[src/rtl/pong_input_ctrl_if.sv]
// Control bus between the button front end and the paddle controllers.
// The master modport is the producing end (pong_input_ctrl).
interface pong_input_ctrl_if;
  logic       btn_p1_up_n;
  logic       btn_p1_down_n;
  logic       btn_p2_up_n;
  logic       btn_p2_down_n;
  logic       game_over;
  logic       p1_move_up;
  logic       p1_move_down;
  logic       p2_move_up;
  logic       p2_move_down;
  logic [1:0] mode_choice;
  logic       reset_game;

  modport master (
    input  btn_p1_up_n, btn_p1_down_n, btn_p2_up_n, btn_p2_down_n, game_over,
    output p1_move_up, p1_move_down, p2_move_up, p2_move_down, mode_choice, reset_game
  );

  modport slave (
    output btn_p1_up_n, btn_p1_down_n, btn_p2_up_n, btn_p2_down_n, game_over,
    input  p1_move_up, p1_move_down, p2_move_up, p2_move_down, mode_choice, reset_game
  );
endinterface

[src/rtl/pong_input_ctrl.sv]
// Pong button front end: per-button sync + debounce lanes feeding the
// game-mode menu FSM that drives mode_choice, reset_game and paddle moves.

module pong_btn_db #(
  parameter int DB_CYCLES = 8
) (
  input  logic clk_0,
  input  logic rst,
  input  logic btn_n_i,
  output logic stable_o,
  output logic rise_o
);
  localparam logic [17:0] DB_LAST = 18'(DB_CYCLES - 1);

  logic [1:0]  sync_q, prime_q;
  logic [17:0] cnt_q;
  logic        stable_q, rise_q, live_q;

  // live_q blocks a press edge until the lane has been seen released after
  // reset, so a button held through reset cannot make a menu selection.
  always_ff @(posedge clk_0 or negedge rst) begin
    if (!rst) begin
      sync_q   <= '0;
      prime_q  <= '0;
      cnt_q    <= '0;
      stable_q <= 1'b0;
      rise_q   <= 1'b0;
      live_q   <= 1'b0;
    end else begin
      sync_q  <= {sync_q[0], ~btn_n_i};
      prime_q <= {prime_q[0], 1'b1};
      if (prime_q[1] && !sync_q[1]) live_q <= 1'b1;
      rise_q <= 1'b0;
      if (sync_q[1] == stable_q) begin
        cnt_q <= '0;
      end else if (cnt_q == DB_LAST) begin
        stable_q <= sync_q[1];
        cnt_q    <= '0;
        rise_q   <= sync_q[1] & live_q;
      end else begin
        cnt_q <= cnt_q + 18'd1;
      end
    end
  end

  assign stable_o = stable_q;
  assign rise_o   = rise_q;
endmodule

module pong_input_ctrl #(
  parameter int CLK_HZ    = 25_175_000,
  parameter int DB_CYCLES = CLK_HZ / 100
) (
  input  logic                     clk_0,
  input  logic                     rst,
  pong_input_ctrl_if.master        ctl
);
  localparam int NUM_BTN = 4;

  typedef enum logic [1:0] {S_MENU, S_ARM, S_PLAY} state_e;

  // lane order: 0 p1_up, 1 p1_down, 2 p2_up, 3 p2_down
  logic [NUM_BTN-1:0] btn_n, stable, rise;
  assign btn_n = {ctl.btn_p2_down_n, ctl.btn_p2_up_n, ctl.btn_p1_down_n, ctl.btn_p1_up_n};

  for (genvar g = 0; g < NUM_BTN; g++) begin : g_lane
    pong_btn_db #(.DB_CYCLES(DB_CYCLES)) u_db (
      .clk_0    (clk_0),
      .rst      (rst),
      .btn_n_i  (btn_n[g]),
      .stable_o (stable[g]),
      .rise_o   (rise[g])
    );
  end

  state_e             state_q;
  logic [1:0]         mode_q;
  logic               rg_q;
  logic [NUM_BTN-1:0] mv_q;

  always_ff @(posedge clk_0 or negedge rst) begin
    if (!rst) begin
      state_q <= S_MENU;
      mode_q  <= 2'd0;
      rg_q    <= 1'b0;
      mv_q    <= '0;
    end else begin
      rg_q <= 1'b0;
      case (state_q)
        S_MENU: begin
          mv_q <= '0;
          // simultaneous p1 edges are ambiguous and rejected
          if (rise[0] ^ rise[1]) begin
            rg_q    <= 1'b1;
            mode_q  <= rise[0] ? 2'd1 : 2'd2;
            state_q <= S_ARM;
          end
        end
        S_ARM: begin
          mv_q <= '0;
          if (ctl.game_over) begin
            rg_q    <= 1'b1;
            mode_q  <= 2'd0;
            state_q <= S_MENU;
          end else if (stable == '0) begin
            state_q <= S_PLAY;
          end
        end
        S_PLAY: begin
          if (ctl.game_over) begin
            rg_q    <= 1'b1;
            mode_q  <= 2'd0;
            mv_q    <= '0;
            state_q <= S_MENU;
          end else begin
            mv_q[1:0] <= stable[1:0];
            mv_q[3:2] <= (mode_q == 2'd2) ? stable[3:2] : 2'b00;
          end
        end
        default: begin
          mv_q    <= '0;
          mode_q  <= 2'd0;
          state_q <= S_MENU;
        end
      endcase
    end
  end

  assign ctl.p1_move_up   = mv_q[0];
  assign ctl.p1_move_down = mv_q[1];
  assign ctl.p2_move_up   = mv_q[2];
  assign ctl.p2_move_down = mv_q[3];
  assign ctl.mode_choice  = mode_q;
  assign ctl.reset_game   = rg_q;
endmodule
[src/flat_wrapper.sv]
// flat-port wrapper written by rule: the top's interface ports become plain ports
module pong_input_ctrl_flat 
#(
  parameter int CLK_HZ    = 25_175_000,
  parameter int DB_CYCLES = CLK_HZ / 100
)
  (clk_0, rst, ctl_btn_p1_up_n, ctl_btn_p1_down_n, ctl_btn_p2_up_n, ctl_btn_p2_down_n, ctl_game_over, ctl_p1_move_up, ctl_p1_move_down, ctl_p2_move_up, ctl_p2_move_down, ctl_mode_choice, ctl_reset_game);
  pong_input_ctrl_if ctl_i ();
  input  logic clk_0;
  input  logic rst;
  input wire logic [$bits(ctl_i.btn_p1_up_n)-1:0] ctl_btn_p1_up_n;
  input wire logic [$bits(ctl_i.btn_p1_down_n)-1:0] ctl_btn_p1_down_n;
  input wire logic [$bits(ctl_i.btn_p2_up_n)-1:0] ctl_btn_p2_up_n;
  input wire logic [$bits(ctl_i.btn_p2_down_n)-1:0] ctl_btn_p2_down_n;
  input wire logic [$bits(ctl_i.game_over)-1:0] ctl_game_over;
  output wire logic [$bits(ctl_i.p1_move_up)-1:0] ctl_p1_move_up;
  output wire logic [$bits(ctl_i.p1_move_down)-1:0] ctl_p1_move_down;
  output wire logic [$bits(ctl_i.p2_move_up)-1:0] ctl_p2_move_up;
  output wire logic [$bits(ctl_i.p2_move_down)-1:0] ctl_p2_move_down;
  output wire logic [$bits(ctl_i.mode_choice)-1:0] ctl_mode_choice;
  output wire logic [$bits(ctl_i.reset_game)-1:0] ctl_reset_game;
  assign ctl_i.btn_p1_up_n = ctl_btn_p1_up_n;
  assign ctl_i.btn_p1_down_n = ctl_btn_p1_down_n;
  assign ctl_i.btn_p2_up_n = ctl_btn_p2_up_n;
  assign ctl_i.btn_p2_down_n = ctl_btn_p2_down_n;
  assign ctl_i.game_over = ctl_game_over;
  assign ctl_p1_move_up = ctl_i.p1_move_up;
  assign ctl_p1_move_down = ctl_i.p1_move_down;
  assign ctl_p2_move_up = ctl_i.p2_move_up;
  assign ctl_p2_move_down = ctl_i.p2_move_down;
  assign ctl_mode_choice = ctl_i.mode_choice;
  assign ctl_reset_game = ctl_i.reset_game;
  pong_input_ctrl #(.CLK_HZ(CLK_HZ), .DB_CYCLES(DB_CYCLES)) u_core (.clk_0(clk_0), .rst(rst), .ctl(ctl_i));
endmodule
[config.mk]
export PLATFORM = sky130hd
export DESIGN_NAME = pong_input_ctrl_flat
export DESIGN_NICKNAME = d
export VERILOG_FILES = /design/src/rtl/pong_input_ctrl_if.sv /design/src/rtl/pong_input_ctrl.sv /design/src/flat_wrapper.sv
export SDC_FILE = /design/constraint.sdc
export NUM_CORES = 1
export LEC_CHECK = 0
export ABC_AREA = 1
export BUFFER_PORTS_ARGS = -buffer_cell sky130_fd_sc_hd__buf_2
export CAP_MARGIN = 10
export CORE_MARGIN = 2
export CORE_UTILIZATION = 41
export DETAILED_ROUTE_END_ITERATION = 12
export REMOVE_ABC_BUFFERS = 1
export SYNTH_ARGS = -nofsm -noshare
export SYNTH_HDL_FRONTEND = slang
export SYNTH_SLANG_ARGS = --single-unit
[constraint.sdc]
create_clock -name clk_0 -period 1.5 [get_ports clk_0]
set_input_delay 0.3 -clock clk_0 [delete_from_list [all_inputs] [get_ports clk_0]]
set_output_delay 0.3 -clock clk_0 [all_outputs]
set_load 0.01 [all_outputs]
# == After elaboration in Yosys (flattened, before gate mapping) ==
# Cells that the tools add are included.
# op_classes
add_sub_neg,4
n_eq_ne,15
muxes,26
bitwise,11
reduce_logical,13
# op_table
operator,count
2-to-1 mux 18 bit,8
"adder 18 x 1 -> 18 bit, second input constant",4
"== test 18 bit, second input constant",4
2-to-1 mux 2 bit,7
AND reduction 2 bit,5
2-to-1 mux 4 bit,2
NOT 1 bit,8
2-to-1 mux 1 bit,6
one-hot mux 2 bit (3 select lines),1
== test 1 bit,4
"== test 2 bit, second input constant",2
zero test 4 bit,1
"inequality test 2 x 1 -> 1 bit, second input constant",2
one-hot mux 2 bit (2 select lines),1
"inequality test 3 x 2 -> 1 bit, second input constant",1
AND reduction 3 bit,1
bitwise AND 1 bit,2
"== test 2 x 1 -> 1 bit, second input constant",1
logical AND 1 bit,2
zero test 1 bit,2
zero test 2 bit,1
"inequality test 2 bit, second input constant",1
one-hot mux 1 bit (2 select lines),1
OR reduction 2 bit,1
XOR 1 bit,1
# totals
ff_bits,101
output_inout_bits,7
wordCells,91

# == Logic depth before layout (Yosys ltp) ==
# Gate-level depths: netlist (run 1).
# logic_depth
depth_word,4
mapped_depth,9

# == Modules after synthesis ==
# From an unflattened synthesis (run 1), not the netlist that was laid out.
# unflattened
hier_cells,662
area_unflattened_um2,5521.5
# modules_own_cells
module,n_inst,cells_per_inst,area_per_inst_um2,seq_area_each_um2
pong_btn_db,4,151,1255.0,625.6
pong_input_ctrl,1,58,501.7,225.2

# == Worst setup path after synthesis (run 1) ==
# No wires, ideal clock.
# synth_timing
path_kind,reg2reg
startpoint,register u_core.g_lane[2].u_db.cnt_q[0]
endpoint,register u_core.g_lane[2].u_db.cnt_q[16]
setup_ps,119
t_arrival_ps,1182
required_ps,1381
slack_ps,199
stages_incl_launch_ff,9
path_buffers,0
period_less_slack_ps,1301
path_cell_list,dfrtp_1 -> ha_1 -> nand2_1 -> nor2_1 -> nand2_1 -> nor2_1 -> nand3_1 -> nand3_1 -> nor2_1
# synth_via
elab_chain_len,3
elab_cells_between_ends,4
classes_between,1 x add/sub; 1 x eq/ne; 2 x mux
# synth_lines
element,line,rtl
from (decl),pong_input_ctrl.sv:16,logic [17:0] cnt_q;
from (signal assigned),pong_input_ctrl.sv:41,cnt_q <= cnt_q + 18'd1;
adder 18 x 1 -> 18 bit / == test 18 bit (equally long branches),"pong_input_ctrl.sv:41, pong_input_ctrl.sv:36",
2-to-1 mux 18 bit *,pong_input_ctrl.sv:36,end else if (cnt_q == DB_LAST) begin
2-to-1 mux 18 bit *,pong_input_ctrl.sv:34,if (sync_q[1] == stable_q) begin
# Mark *: on every way between the ends. The rest lies on a longest branch, timed or not.
# A chain may end at the register's enable or synchronous reset.

# == Worst setup path in the final report (run 1) ==
# Ends and elaborated chain as after synthesis.

==> run_results.csv, run 1 <==
group,metric,value,unit
run_status,status,"complete, no violations",
power_and_ir_drop,p_leak,0.002583,µW
logic_synthesis,synth_area_leader_cell,"dfrtp_1",
setup_path,critPathLaunch,"u_core.g_lane[2].u_db.cnt_q[0]",
detailed_routing,wl_per_cell,11.71,µm
grt,grt_pass1_vias,3685,
clock_tree,clock_path_buffers,2,
timing,setup_slack,0.06763,ns
logic_synthesis,synth_compound_area_share,3.227,%
detailed_routing,num_vias,3910,
grt,grt_start_max_net_pins,39,
placed_design,dpl.cell_count,817,
logic_synthesis,synthCells,627,
timing,period_needed,1.432,ns
power_and_ir_drop,vdd_drop_max,0.6049,mV
detailed_routing,routed_via_density,4.644,
clock_tree,numCtsBuffers,9,
hold_path,min_delay_path_depth,2,
clock_tree,clk_latency,0.35,ns
floorplan,die_h,117.0,µm
job,maxCapViolCount,0,
placed_design,io_buffers,13,
layout,final_cells,842,
layout,drive_gt1_share,20.00,%
logic_synthesis,synth-simple-area-share,34.47,%
detailed_routing,routed_wl,9862,µm
setup_path,endpoint_kind,"flip-flop",
logic_synthesis,yosysWarningCount,0,
logic_synthesis,synth.ff_latch_count,99,
grt,grt_use_total,15.91,%
grt,globalRouteOverflowTotal,0,
logic_synthesis,ys_top_cells_by_count,"nor2_1, nand2_1, dfrtp_1, inv_1, nand3_1",
setup_path,worst_setup_path_start_kind,"flip-flop",
timing,period_share,95.49,%
floorplan,ios,14,
layout,final_nets,684,
floorplan,start_util,41.81,%
detailed_routing,drt-initial-drc-count,186,
clock_tree,cts_max_level,3,
floorplan,core,0.01252,mm²
grt,antenna_found_initial,0,
placed_design,dp.final_hpwl,7168,µm
timing,slew_viol_final,0,
logic_synthesis,synth.most_common_cell,"nor2_1",
logic_synthesis,synth-edff-count,0,
timing,hold_viol_final,0,
logic_synthesis,ys_top_cells_by_area,"dfrtp_1, nor2_1, nand2_1",
setup_path,r2r_setup_slack,0.07,ns
setup_path,ff2ff_path_depth,8,
placed_design,pre_cts_ws,0.05041,ns
logic_synthesis,synth.distinct_cells,33,
layout,fillers,1219,
floorplan,rows,41,
logic_synthesis,async_reset_ff_share,100.0,%
logic_synthesis,synth.cell_area,0.005234,mm²
detailed_routing,drcViolationCount,0,
logic_synthesis,synth_xor_area_share,6.646,%
timing,finalSetupViolations,0,
logic_synthesis,netlist.area_leader.share,47.33,%
logic_synthesis,synthAdderAreaFrac,2.869,%
hold_path,hold_start,"ctl_btn_p1_up_n",
layout,syn2layout_area_growth,16.09,%
timing,rsz0062_at_grt,"yes",
grt,busiest_layer,"met2",
setup_path,critPathArrivalTime,1.67,ns
clock_tree,cts_root_buffer,"clkbuf_16",
grt,grtUsageMet1,22.05,%
floorplan,die_area,0.01369,mm²
clock_tree,clock_sinks,99,
clock_tree,clkSlewWorstSetupHoldPaths,0.07,ns
clock_tree,cts_tree,"yes",
layout,num_antenna_cells,0,
hold_path,holdPathEnd,"u_core.g_lane[0].u_db.sync_q[0]",
grt,grt_pass1_wl,16970,µm
logic_synthesis,ys_seq_area_share,47.33,%
setup_path,r2r_start,"u_core.g_lane[2].u_db.cnt_q[0]",
power_and_ir_drop,cellPowerDensity,963.4,mW/mm²
logic_synthesis,synth.avg_cell_area,8.347,µm²
hold_path,hp-class,"in -> reg",
logic_synthesis,synthFlopType,"dfrtp_1",
setup_path,worstPathRequired,1.74,ns
power_and_ir_drop,power,5853,µW
timing,slew_headroom,65.50,%
logic_synthesis,synth_top_family_by_area,"simple AND/OR/NAND/NOR gates",
timing,max_freq,0.6981,GHz
detailed_routing,first_pass_iters,4,
logic_synthesis,muxShareOfSynthArea,0,%
setup_path,r2r_end,"u_core.g_lane[2].u_db.cnt_q[16]",
placed_design,gp_congestion,0.9025,
setup_path,path_class,"reg -> reg",
layout,final_core_util,48.54,%
timing,worstMarginPinSlew,0.5171,ns
floorplan,dieWidth,117.0,µm
detailed_routing,ant_nets,0,
grt,use_met2,23.70,%
setup_path,cp_max_fo,4,
grt,gr-usage-met3,4.119,%
timing,fin_worst_skew,0.005015,ns
==> through the flow <==
| stage | cell area, µm² | hold WS [ns] | TNS, ns |
|---|---|---|---|
| 3_3_place_gp | 5572 | 0.2506 | 0 |
| 3_5_place_dp | 5572 | 0.2537 | 0 |
| 5_1_grt | 6076 | 0.07791 | -0.1417 |
| 2_1_floorplan | 5219 | 0.004409 | 0 |
| 4_1_cts | 5909 | 0.06172 | 0 |
| 6_report | 6076 | 0.07922 | 0 |
==> cells in the final DEF (no fill, tap or decap), types with 2 or more instances in the layout <==
cell type   count
clkbuf_16       9
buf_12          2
o21bai_1        3
nand2_2        19
bufinv_16       2
dfrtp_1        98
buf_4          12
nand3_2         2
nor2_4         16
ha_2            2
nand2_1       104
buf_2          12
nand2_4         5
nor2_2         35
xnor2_1        15
o21ai_0         8
inv_2           3
xor2_1         21
xor2_2          2
o21ai_1         6
nor2_1        111
nand2_8         2
ha_1            9
a21oi_1        10
nand4_1        12
nand3_1        49
nor3_1         11
clkinvlp_4      2
inv_1          68
and3_1          3
==> where the power goes <==
group / internal [µW] / switching, µW
Sequential: 2750 / 64.3
Combinational: 201 / 330
Clock: 1510 / 1000
Total: 4460 / 1400
==> area by class of cell <==
cell class / instances / area [µm²] / share of cell area, %
multi-input cells: 457 / 2587 / 42.59
clock inverters: 6 / 88.84 / 1.462
inverters: 71 / 266.5 / 4.386
flip-flops and latches: 99 / 2479 / 40.79
well taps: 172 / 215.2 / 3.542
repair buffers: 27 / 200.2 / 3.295
clock buffers: 10 / 239.0 / 3.933
==> critical path: stages, from the launching register on <==
cell     delay, ns
dfrtp_1       0.40
ha_2          0.20
nand2_1       0.09
nor2_2        0.16
nand2_2       0.11
nor2_2        0.15
nand3_1       0.09
nand3_1       0.07
nor2_1        0.04
==> sequential cells by signal (all words and copies together), names as in the netlist <==
register                     cells
u_core.g_lane.u_db.stable_o      4
u_core.ctl.reset_game            1
u_core.ctl.mode_choice           2
u_core.g_lane.u_db.prime_q       2
u_core.state_q                   2
u_core.g_lane.u_db.live_q        2
u_core.g_lane.u_db.cnt_q        72
u_core.g_lane.u_db.sync_q        8
u_core.mv_q                      4
u_core.g_lane.u_db.rise_o        2
==> kinds of logic (layout without fill, tap and decap cells) <==
kind of cell / count (synthesis) / count (layout)
other: 1 / 1
adder cells (fa/ha/maj): 12 / 12
AO/OA/AOI/OAI: 31 / 31
XOR/XNOR: 38 / 38
flip-flops: 99 / 99
buffers and inverters: 72 / 114
AND/OR/NAND/NOR: 374 / 375
==> how the worst max path moves through the flow <==
stage / to / slack, ns / cells past startpoint
4_1_cts: u_core.g_lane[3].u_db.cnt_q[16] / 0.04 / 8
3_3_place_gp: u_core.g_lane[2].u_db.cnt_q[16] / 0.09 / 8
3_5_place_dp: u_core.g_lane[3].u_db.cnt_q[16] / 0.05 / 8
5_1_grt: u_core.g_lane[2].u_db.cnt_q[14] / -0.04 / 8
6_report: u_core.g_lane[2].u_db.cnt_q[16] / 0.07 / 8
2_1_floorplan: u_core.g_lane[2].u_db.cnt_q[16] / 0.20 / 8
==> layer usage <==
metal,part of all wire (%),routed length [µm]
met2,45,4460
met1,50,4887
met5,0,0
met3,3.3,322
met4,1.9,192
==> timing repair <==
item / in CTS / in global routing
hold buffers: 1 / 0
hold endpoints to repair: 24 / 0
setup buffers: 0 / 7
endpoints found under the setup margin: 0 / 27
gates resized for setup: 0 / 27
Power figures use the tool's default switching activity.
==> inputs of run 2 (changes only) <==
Settings changed: HOLD_SLACK_MARGIN set to 0.15.
==> run_results.csv, run 2 (synthesized netlist as in run 1, its figures left out) <==
group,metric,value,unit
layout,top_regs,"u_core.g_lane.u_db.cnt_q (72), u_core.g_lane.u_db.sync_q (8)",
detailed_routing,drt-initial-drc-count,225,
setup_path,r2r_end,"u_core.g_lane[2].u_db.cnt_q[16]",
grt,globalRouteOverflowTotal,0,
placed_design,dp.final_hpwl,7168,µm
grt,antenna_found_initial,0,
setup_path,ff2ff_path_depth,8,
clock_tree,clock_sinks,99,
setup_path,path_buf_inv,0,
floorplan,core,0.01252,mm²
grt,grt_use_total,15.93,%
timing,max_freq,0.6981,GHz
power_and_ir_drop,p_leak,0.002599,µW
grt,grt_start_max_net_pins,39,
run_status,status,"complete, no violations",
layout,regArea,0.002479,mm²
clock_tree,clk_latency,0.35,ns
timing,period_needed,1.432,ns
setup_path,cp_slowest_stage_delay,0.40,ns
floorplan,die_area,0.01369,mm²
power_and_ir_drop,cellPowerDensity,958.6,mW/mm²
clock_tree,cts_max_level,3,
setup_path,worstPathRequired,1.74,ns
layout,multi_input_area,0.002587,mm²
layout,layout_common_cells,"nor2_1, nand2_1, dfrtp_1",
setup_path,r2r_start,"u_core.g_lane[2].u_db.cnt_q[0]",
detailed_routing,wl_per_cell,11.68,µm
timing,period_share,95.49,%
layout,drive_gt1_share,19.88,%
layout,num_antenna_cells,0,
setup_path,slowest_stage,"dfrtp_1",
layout,top_register,"u_core.g_lane.u_db.cnt_q",
detailed_routing,drcViolationCount,0,
hold_path,min_delay_path_depth,3,
timing,slew_viol_final,0,
timing,rsz0062_at_grt,"yes",
setup_path,path_class,"reg -> reg",
setup_path,endpoint_kind,"flip-flop",
floorplan,ios,14,
timing,slew_headroom,65.50,%
clock_tree,cts_tree,"yes",
setup_path,critPathArrivalTime,1.67,ns
layout,final_core_util,48.86,%
floorplan,dieWidth,117.0,µm
floorplan,start_util,41.81,%
setup_path,path_delay_family,"simple AND/OR/NAND/NOR gates",
timing,hold_viol_final,0,
job,maxCapViolCount,0,
grt,grt_pass1_wl,16990,µm
timing,worstMarginPinSlew,0.5171,ns
floorplan,die_h,117.0,µm
detailed_routing,num_vias,3921,
detailed_routing,ant_nets,0,
grt,grt_pass1_vias,3691,
placed_design,gp_congestion,0.9025,
layout,largest_reg_flops,72,
setup_path,path_cells,"ha_2 -> nand2_1 -> nor2_2 -> nand2_2 -> nor2_2 -> nand3_1 -> nand3_1 -> nor2_1",
placed_design,io_buffers,13,
setup_path,r2r_setup_slack,0.07,ns
layout,final_nets,688,
detailed_routing,routed_wl,9884,µm
clock_tree,cts_root_buffer,"clkbuf_16",
detailed_routing,routed_via_density,4.635,
hold_path,holdPathEnd,"u_core.state_q[1]",
setup_path,critPathLaunch,"u_core.g_lane[2].u_db.cnt_q[0]",
layout,design_area,0.006116,mm²
setup_path,cp_max_fo,4,
layout,final_common_cell,"nor2_1",
layout,fillers,1214,
clock_tree,clock_path_buffers,2,
timing,finalSetupViolations,0,
clock_tree,clkSlewWorstSetupHoldPaths,0.07,ns
detailed_routing,first_pass_iters,4,
hold_path,hold_start,"ctl_game_over",
power_and_ir_drop,vdd_drop_max,0.6049,mV
timing,fin_worst_skew,0.005121,ns
layout,syn2layout_area_growth,16.85,%
placed_design,dpl_cell_area,0.005572,mm²
clock_tree,numCtsBuffers,9,
floorplan,rows,41,
setup_path,worst_setup_path_start_kind,"flip-flop",
hold_path,hp-class,"in -> reg",
==> run 2: tightest hold or removal path: stages <==
cell and delay [ns]:
buf_2 0.10, nor2_1 0.06, o21a_1 0.17
==> run 2: cell type report <==
cell class	count	area share (%)
well taps	172	3.519
clock inverters	6	1.453
inverters	71	4.358
repair buffers	31	3.928
multi-input cells	457	42.31
flip-flops and latches	99	40.53
clock buffers	10	3.908
==> run 2: through the flow <==
step / instances / hold slack (ns) / setup slack, ns / setup TNS, ns / power [µW]
global placement: 817 / 0.2506 / 0.08870 / 0 / 3360
global route: 846 / 0.3168 / -0.03999 / -0.1417 / 6140
detailed placement: 817 / 0.2537 / 0.05041 / 0 / 3378
finish: 846 / 0.3165 / 0.06763 / 0 / 5863
CTS: 838 / 0.3048 / 0.04020 / 0 / 5937
floorplan: 626 / 0.004409 / 0.1988 / 0 / 3181
==> run 2: worst max-delay path by stage <==
stage | slack (ns) | endpoint | cells after the start
5_1_grt | -0.04 | u_core.g_lane[2].u_db.cnt_q[14] | 8
2_1_floorplan | 0.20 | u_core.g_lane[2].u_db.cnt_q[16] | 8
3_3_place_gp | 0.09 | u_core.g_lane[2].u_db.cnt_q[16] | 8
6_report | 0.07 | u_core.g_lane[2].u_db.cnt_q[16] | 8
4_1_cts | 0.04 | u_core.g_lane[3].u_db.cnt_q[16] | 8
3_5_place_dp | 0.05 | u_core.g_lane[3].u_db.cnt_q[16] | 8
==> run 2: routing by layer <==
metal / share of wire (%) / routed length [µm] / vias up / track usage (%)
met5: 0 / 0 / - / 0
met4: 1.9 / 192 / 0 / 6.824
met3: 3.2 / 319 / 12 / 4.119
met2: 45 / 4456 / 48 / 23.70
met1: 50 / 4916 / 1816 / 22.11
li1: - / - / 2045 / -
==> run 2: where the power goes <==
group	internal, µW	switching (µW)	total (µW)
Clock	1510	1000	2510
Combinational	208	332	539
Sequential	2750	64.3	2810
Total	4460	1400	5860
==> run 2: timing repair <==
item | 4_1_cts | 5_1_grt
hold buffers | 5 | 0
resized for setup | 0 | 27
setup buffers | 0 | 7
hold endpoints to repair | 28 | 0
setup endpoints to repair | 0 | 27
